--- src/rtl/song_reader.sv ---
// song_reader: walks a song ROM and hands {note, duration} words
// to the note player, one load strobe per note.
module song_reader #(
  parameter int SONG_BITS = 2,
  parameter int IDX_BITS  = 5
) (
  input  logic                          clk,
  input  logic                          reset,
  input  logic                          play,
  input  logic [SONG_BITS-1:0]          song,
  input  logic                          note_done,
  output logic [SONG_BITS+IDX_BITS-1:0] rom_addr,
  input  logic [11:0]                   rom_data,
  output logic [5:0]                    note,
  output logic [5:0]                    duration,
  output logic                          new_note,
  output logic                          song_done
);

  typedef enum logic [2:0] {
    IDLE,
    FETCH,
    WAIT_ROM,
    LOAD,
    WAIT_NOTE
  } state_e;

  localparam logic [IDX_BITS-1:0] IDX_LAST = '1;
  localparam logic [IDX_BITS-1:0] IDX_ONE  =
    {{(IDX_BITS-1){1'b0}}, 1'b1};

  state_e               state_q, state_d;
  logic [IDX_BITS-1:0]  idx_q, idx_d;
  logic [SONG_BITS-1:0] song_q, song_d;
  logic                 play_q;
  logic                 guard_q, guard_d;
  logic [5:0]           note_q, note_d;
  logic [5:0]           dur_q, dur_d;

  logic play_rise;
  logic song_chg;
  logic end_mark;
  logic last_slot;

  assign play_rise = play & ~play_q;
  assign song_chg  = (state_q != IDLE) && (song != song_q);
  assign end_mark  = (rom_data[5:0] == 6'd0);
  assign last_slot = (idx_q == IDX_LAST);

  // Both address fields are flops, so the ROM address is registered.
  assign rom_addr = {song_q, idx_q};
  assign note     = note_q;
  assign duration = dur_q;

  // Previous play level, for rising-edge detection in IDLE.
  always_ff @(posedge clk or negedge reset) begin
    if (!reset) begin
      play_q <= 1'b0;
    end else begin
      play_q <= play;
    end
  end

  // Sequencer state and captured note registers.
  always_ff @(posedge clk or negedge reset) begin
    if (!reset) begin
      state_q <= IDLE;
      idx_q   <= '0;
      song_q  <= '0;
      guard_q <= 1'b0;
      note_q  <= '0;
      dur_q   <= '0;
    end else begin
      state_q <= state_d;
      idx_q   <= idx_d;
      song_q  <= song_d;
      guard_q <= guard_d;
      note_q  <= note_d;
      dur_q   <= dur_d;
    end
  end

  // Next-state logic; a song change preempts every other move.
  always_comb begin
    state_d   = state_q;
    idx_d     = idx_q;
    song_d    = song_q;
    guard_d   = guard_q;
    note_d    = note_q;
    dur_d     = dur_q;
    new_note  = (state_q == LOAD);
    song_done = 1'b0;

    if (song_chg) begin
      song_d  = song;
      idx_d   = '0;
      guard_d = 1'b0;
      state_d = FETCH;
    end else begin
      unique case (state_q)
        IDLE: begin
          if (play_rise) begin
            song_d  = song;
            idx_d   = '0;
            state_d = FETCH;
          end
        end
        FETCH: begin
          state_d = WAIT_ROM;
        end
        WAIT_ROM: begin
          if (end_mark) begin
            song_done = 1'b1;
            idx_d     = '0;
            state_d   = IDLE;
          end else begin
            note_d  = rom_data[11:6];
            dur_d   = rom_data[5:0];
            state_d = LOAD;
          end
        end
        LOAD: begin
          guard_d = 1'b1;
          state_d = WAIT_NOTE;
        end
        WAIT_NOTE: begin
          // The player needs one cycle to see the new note, so the
          // first WAIT_NOTE cycle ignores a stale note_done.
          if (guard_q) begin
            guard_d = 1'b0;
          end else if (note_done & play) begin
            if (last_slot) begin
              song_done = 1'b1;
              idx_d     = '0;
              state_d   = IDLE;
            end else begin
              idx_d   = idx_q + IDX_ONE;
              state_d = FETCH;
            end
          end
        end
        default: begin
          state_d = IDLE;
        end
      endcase
    end
  end

endmodule

--- config.mk ---
export PLATFORM = sky130hd
export DESIGN_NAME = song_reader
export DESIGN_NICKNAME = d
export VERILOG_FILES = /design/src/rtl/song_reader.sv
export SDC_FILE = /design/constraint.sdc
export NUM_CORES = 1
export LEC_CHECK = 0
export CAP_MARGIN = 20
export CORE_MARGIN = 3
export CORE_UTILIZATION = 45
export DETAILED_ROUTE_END_ITERATION = 6
export PLACE_DENSITY = 0.78
export SLEW_MARGIN = 15
export SYNTH_ARGS = -nofsm -noshare
export SYNTH_HDL_FRONTEND = slang
export SYNTH_SLANG_ARGS = --single-unit
--- constraint.sdc ---
create_clock -name clk -period 2.5 [get_ports clk]
set_clock_uncertainty 0.2 [all_clocks]
set_input_delay 0.625 -clock clk [delete_from_list [all_inputs] [get_ports clk]]
set_output_delay 0.625 -clock clk [all_outputs]
set_load 0.02 [all_outputs]
==> results of run 1 <==
-- what timing repair did --
action                                  in CTS  in global routing
pin swaps                                    6                  2
endpoints found under the setup margin      14                  1
gates resized for setup                     23                  3
setup buffers                                4                  3
-- power groups by stage --
stage / combinational (mW) / sequential, mW / clock [mW]
after detailed placement: 0.762 / 0.593 / 0
final: 0.781 / 0.580 / 0.203
after global placement: 0.748 / 0.584 / 0
after CTS: 0.785 / 0.581 / 0.209
after floorplan: 0.329 / 0.673 / 0
after global routing: 0.836 / 0.602 / 0.226
-- final cells by class --
cell class | count | share of cell area (%)
Clock buffer | 4 | 1.92
Inverter | 7 | 1.39
Multi-Input combinational cell | 71 | 31.6
Sequential cell | 24 | 31.9
Tap cell | 30 | 1.99
Timing Repair Buffer | 66 | 31.2
-- layout by cell type (no fill, tap or decap), drive strengths merged --
cell type      count
nand2              5
and2               2
or4                1
nand3b             1
and3b              1
clkbuf             4
o21bai             1
ha                 2
a21o               1
nor3               4
nand4              1
clkdlybuf4s50     28
dfrtp             24
nor2b              1
mux2i              2
mux2              14
a21oi              6
buf               29
nand2b             1
and3               3
nor4               2
nand3              3
o21ai              7
or3b               2
inv                7
or4b               1
xor2               2
o311a              1
dlygate4sd2        7
or2                1
nor2               5
dlymetal6s2s       2
a211oi             1
-- sequential cells by signal, summed over array words and instances (netlist names) --
register / cells
note: 6
state_q: 3
song_q: 2
guard_q: 1
duration: 6
play_q: 1
idx_q: 5
-- routing by layer --
metal  track usage [%]  routed length [um]
met1              24.5                1260
met2              33.5                1430
met3              2.45                 192
met4              6.95                  36
met5                 0                   0
-- final timing paths --
check                                   startpoint                 endpoint  slack, ns  cells after the start
setup / recovery              idx_q[0]$_DFFE_PN0P_                song_done      -0.11                      8
hold / removal             duration[3]$_DFFE_PN0P_  duration[3]$_DFFE_PN0P_       0.32                      1
setup reg to reg            state_q[1]$_DFFE_PN0P_     idx_q[0]$_DFFE_PN0P_       0.19                      6
hold reg to reg            duration[3]$_DFFE_PN0P_  duration[3]$_DFFE_PN0P_       0.32                      1
max in group asynchronous                    reset   state_q[2]$_DFFE_PN0P_       1.39                      2
min in group asynchronous                    reset  duration[1]$_DFFE_PN0P_       0.45                      2
-- cells by family (layout without fill, tap and decap cells) --
kind of cell               count (synthesis)  in the layout
muxes                                     16             16
buffers and inverters                     12             77
xor gates and xnor gates                   2              2
and+or+nand+nor                           34             34
DFF                                       24             24
adders and majority gates                  2              2
AOI/OAI and AO/OA                         17             17
==> results.py, run 1 <==
metrics = {
    "worst_setup_path": {
        "worstPathCellList": "ha_2 -> and3_4 -> ha_4 -> nand2_2 -> nor3_2 -> a21oi_2 -> nor3_2 -> buf_4",
        "critPathTopFamily": "simple AND/OR/NAND/NOR gates",
        "cp_num_buf_inv": 1,
        "cp-end-kind": "primary output",
        "critPathLaunchType": "register",
        "cpMaxStageDelayCell": "dfrtp_1",
        "required_ns": 1.67,
        "slowest_delay_ns": 0.38,
        "critPathMostFrequentCell": "nor3_2",
        "crit_type": "register to primary output",
        "worstPathArrival_ns": 1.78,
        "path_max_fanout": 2,
    },
    "floorplan": {
        "io_pins": 39,
        "die-width_um": 57.8,
        "die_area_sq_um": 3340,
        "die_h_um": 57.8,
        "coreArea_sq_um": 2520,
        "rows": 18,
        "start_util_pct": 47.9,
    },
    "clock_tree": {
        "cts_buffers": 3,
        "cts_tree": "built",
        "cts_buffer_depth": 2,
        "h-tree-depth": 1,
        "cts_root_buffer": "clkbuf_4",
        "clock_sinks": 24,
        "path_clk_slew_ns": 0.13,
        "cts_hold_buf": 0,
        "clk_latency_ns": 0.31,
    },
    "pwr": {
        "power.total_mw": 1.56,
        "p_clk_share_pct": 13.0,
        "combPwrFrac_pct": 49.9,
        "leakage_nw": 0.945,
        "pwr-share-seq_pct": 37.1,
        "p_int_mw": 1.02,
        "switching_share_pct": 34.9,
        "p_sw_mw": 0.546,
        "ir_worst_vdd_mv": 0.606,
        "p_per_area_nw_per_um2": 829,
    },
    "sta": {
        "fin_crit_ns": 2.61,
        "fmax_mhz": 384,
        "worst_pin_slew_ns": 0.314,
        "relSlewSlack_pct": 79.1,
        "setup_violations": 1,
        "slew_violations": 0,
        "tns_ns": -0.106,
        "rsz0062_at_grt": "yes",
        "holdWs_ns": 0.324,
        "period_share_pct": 104,
        "hold_violations": 0,
        "worst_slack_ns": -0.106,
    },
    "min_path": {
        "hp-class": "register to register",
    },
    "logic_synthesis": {
        "yosys-top-cells-count": "24 x dfrtp_1, 10 x mux2_4, 7 x inv_1, 6 x a21oi_1, 6 x o21ai_0",
        "synth_top_area_share_pct": 49.7,
        "synth.yosys.warnings": 0,
        "synth_compound_area_share_pct": 8.08,
        "synth_adder_area_share_pct": 2.07,
        "synthArstFlopShare_pct": 100,
        "syn_inst": 107,
        "seq_area_frac_synth_pct": 49.7,
        "synthesis.nets": 127,
        "synth_top_family_by_area": "multiplexers",
        "synthesis.area_sq_um": 1210,
        "yosysMostFrequentCell": "dfrtp_1",
        "synthSimpleGateAreaFrac_pct": 16.3,
        "ys_top_cells_by_area": "dfrtp_1 50%, mux2_4 12%, mux2_2 3.7%",
        "yosys.area.top_type": "dfrtp_1",
        "ys_ff_latch": 24,
        "synth_ff_type": "dfrtp_1",
        "syn_avg_cell_area_sq_um": 11.3,
        "ys_types": 33,
        "synth_edf_count": 0,
        "synthMuxAreaShare_pct": 17.8,
        "synth_xor_area_share_pct": 1.45,
    },
    "route": {
        "drt_wl_total_um": 2920,
        "drcViolationCount": 0,
        "drt_first_iter_violations": 18,
        "ant_nets": 0,
        "vias": 1058,
        "wire_per_inst_um": 14.4,
        "vias_per_cell": 5.24,
        "drtPass1Iterations": 4,
    },
    "finish": {
        "design_area_sq_um": 1890,
        "nets": 193,
        "finish.utilization_pct": 74.8,
        "instances_no_fill": 202,
        "area_growth_syn_to_layout_pct": 56.3,
        "nFillCells": 197,
        "register_area_sq_um": 602,
        "multi_input_area_sq_um": 597,
        "diodes": 0,
        "drive_gt1_share_pct": 34.9,
    },
    "global_routing": {
        "gr-total-overflow": 0,
        "antenna_found_initial": 0,
        "grt_max_degree": 25,
        "grtUsageTotal_pct": 19.3,
        "grt_first_pass_wirelength_um": 5010,
        "grt_pass1_vias": 1125,
    },
    "run_status": {
        "status": "complete, but fails checks",
        "violations": "negative setup slack",
    },
    "placed_design": {
        "portBuffers": 38,
        "placed_cells": 191,
        "gp_congestion": 0.820,
        "pre_cts_ws_ns": -0.768,
        "dpl_cell_area_sq_um": 1760,
        "dpl.hpwl_um": 2130,
    },
    "flow_run": {
        "max-cap-violations": 0,
    },
}
(Power assumes the default switching activity.)
==> run 2: changes to the inputs <==
- CORE_ASPECT_RATIO: not set -> 1.1
- HOLD_SLACK_MARGIN: not set -> 0.1
- clock period: 2.5 -> 2.65 ns (I/O delays scaled with it)
==> run 2 against run 1 <==
The run now ends clean. Design area is 2.7% lower. First-iteration DRC count is 39% higher. Critical path type is now input pin to primary output. Register-to-register slack better by 0.15 ns. Highest routed layer unchanged. Largest power group unchanged. Sequential power is 3.8% lower. Hold slack worse by 0.0013 ns.
==> results.py, run 2 (synthesis gave the netlist of run 1 again) <==
metrics = {
    "global_routing": {
        "grt_max_degree": 16,
        "grt_first_pass_wirelength_um": 4930,
        "grtUsageTotal_pct": 18.6,
        "gr-total-overflow": 0,
        "antenna_found_initial": 0,
        "grt_pass1_vias": 1056,
    },
    "route": {
        "drt_wl_total_um": 2920,
        "vias": 1074,
        "routedLengthMet1_um": 1280,
        "ant_nets": 0,
        "drtPass1Iterations": 6,
        "vias_per_cell": 5.42,
        "wire_per_inst_um": 14.7,
        "topRoutingLayerUsed": "met4",
        "wl_met3_um": 144,
        "met2_length_um": 1410,
        "drcViolationCount": 0,
        "drt_first_iter_violations": 25,
    },
    "floorplan": {
        "rows": 19,
        "die_area_sq_um": 3340,
        "io_pins": 39,
        "coreArea_sq_um": 2520,
        "start_util_pct": 47.9,
        "die-width_um": 55.4,
        "die_h_um": 60.3,
    },
    "worst_setup_path": {
        "required_ns": 1.79,
        "critPathMostFrequentCell": "buf_2",
        "slowest_delay_ns": 0.29,
        "cp_num_cells": 7,
        "worstPathArrival_ns": 1.75,
        "r2r_slack_ns": 0.34,
        "startpoint": "rom_data[4]",
        "critPathTopFamily": "simple AND/OR/NAND/NOR gates",
        "critPathLaunchType": "input pin",
        "r2r-start": "song_q[0]$_DFFE_PN0P_",
        "cp_num_buf_inv": 3,
        "crit_end": "song_done",
        "crit_type": "input pin to primary output",
        "rr_worst_depth": 5,
        "worstPathCellList": "buf_2 -> nor4_4 -> buf_4 -> and2_4 -> a21oi_1 -> nor3_1 -> buf_2",
        "path_max_fanout": 2,
        "cp-end-kind": "primary output",
        "cpMaxStageDelayCell": "nor4_4",
        "timing.rr.end": "duration[1]$_DFFE_PN0P_",
    },
    "placed_design": {
        "portBuffers": 38,
        "gp_congestion": 0.839,
        "dpl.hpwl_um": 2150,
        "dpl_cell_area_sq_um": 1730,
        "pre_cts_ws_ns": -0.837,
    },
    "finish": {
        "nets": 188,
        "design_area_sq_um": 1840,
        "most-common-layout-cells": "26 x clkdlybuf4s50_1, 23 x buf_4, 22 x dfrtp_1",
        "drive_gt1_share_pct": 35.9,
        "layout_commonest_cell": "clkdlybuf4s50_1",
        "diodes": 0,
        "area_growth_syn_to_layout_pct": 52.1,
    },
    "clock_tree": {
        "path_clk_slew_ns": 0.12,
        "h-tree-depth": 1,
        "clock_sinks": 24,
        "cts_tree": "built",
        "cts_root_buffer": "clkbuf_4",
        "cts_buffer_depth": 2,
        "cts_hold_buf": 0,
        "cts_buffers": 3,
        "clk_latency_ns": 0.31,
    },
    "sta": {
        "fin_crit_ns": 2.61,
        "hold_violations": 0,
        "rsz0062_at_grt": "yes",
        "relSlewSlack_pct": 70.3,
        "worst_pin_slew_ns": 0.444,
        "worst_slack_ns": 0.0362,
        "tns_ns": 0,
        "fmax_mhz": 383,
        "setup_violations": 0,
        "period_share_pct": 98.6,
        "slew_violations": 0,
    },
    "flow_run": {
        "max-cap-violations": 0,
    },
    "min_path": {
        "hp-class": "register to register",
    },
    "pwr": {
        "leakage_nw": 0.909,
        "power.total_mw": 1.46,
        "p_per_area_nw_per_um2": 794,
        "ir_worst_vdd_mv": 0.531,
    },
    "run_status": {
        "status": "complete, no violations",
    },
}
[run 2: changes by cell type in the layout (fill, tap and decap cells not counted), moves of 2 or more]
cell / before / now
buf_2: 0 / 4
buf_4: 28 / 23
clkdlybuf4s50_1: 28 / 26
dlygate4sd2_1: 7 / 4
[run 2: power breakdown]
| part | switching, mW | internal (mW) |
|---|---|---|
| Combinational | 0.319 | 0.395 |
| Sequential | 0.0867 | 0.472 |
| Clock | 0.101 | 0.0839 |
[run 2: area by class of cell]
class                   instances  area [sq um]
fillers                       197           683
flip-flops and latches         24           603
multi-input cells              71           602
repair buffers                 61           531
well taps                      31          38.8
clock buffers                   4          36.3
inverters                       7          26.3
[run 2: worst min path at each step]
stage | start | endpoint | slack, ns | cells past startpoint
floorplan | reset | duration[0]$_DFFE_PN0P_ | 0.17 | 0
global placement | note[2]$_DFFE_PN0P_ | note[2]$_DFFE_PN0P_ | 0.29 | 1
detailed placement | duration[0]$_DFFE_PN0P_ | duration[0]$_DFFE_PN0P_ | 0.29 | 1
CTS | duration[0]$_DFFE_PN0P_ | duration[0]$_DFFE_PN0P_ | 0.33 | 1
global route | duration[0]$_DFFE_PN0P_ | duration[0]$_DFFE_PN0P_ | 0.33 | 1
finish | note[4]$_DFFE_PN0P_ | note[4]$_DFFE_PN0P_ | 0.32 | 1
[run 2: metal layers]
| layer | track usage, % | vias up |
|---|---|---|
| met4 | 5.56 | 0 |
| met1 | 22.5 | 511 |
| li1 | - | 496 |
| met5 | 0 | - |
| met3 | 3.24 | 15 |
| met2 | 34.5 | 52 |
[run 2: what timing repair did]
action                     in CTS  in global routing
cloned                          0                  0
buffers inserted                2                  3
gates resized for setup        35                  6
setup endpoints to repair      13                  2
pin swaps                       7                  5
[run 2: per-stage QoR]
stage / utilization, % / hold WS [ns] / cells
2_1_floorplan: - / 0.167 / 107
5_1_grt: 72.9 / 0.331 / 198
3_5_place_dp: 68.8 / 0.292 / 189
6_report: 72.9 / 0.323 / 198
4_1_cts: 71.8 / 0.326 / 195
3_3_place_gp: 68.8 / 0.290 / 189
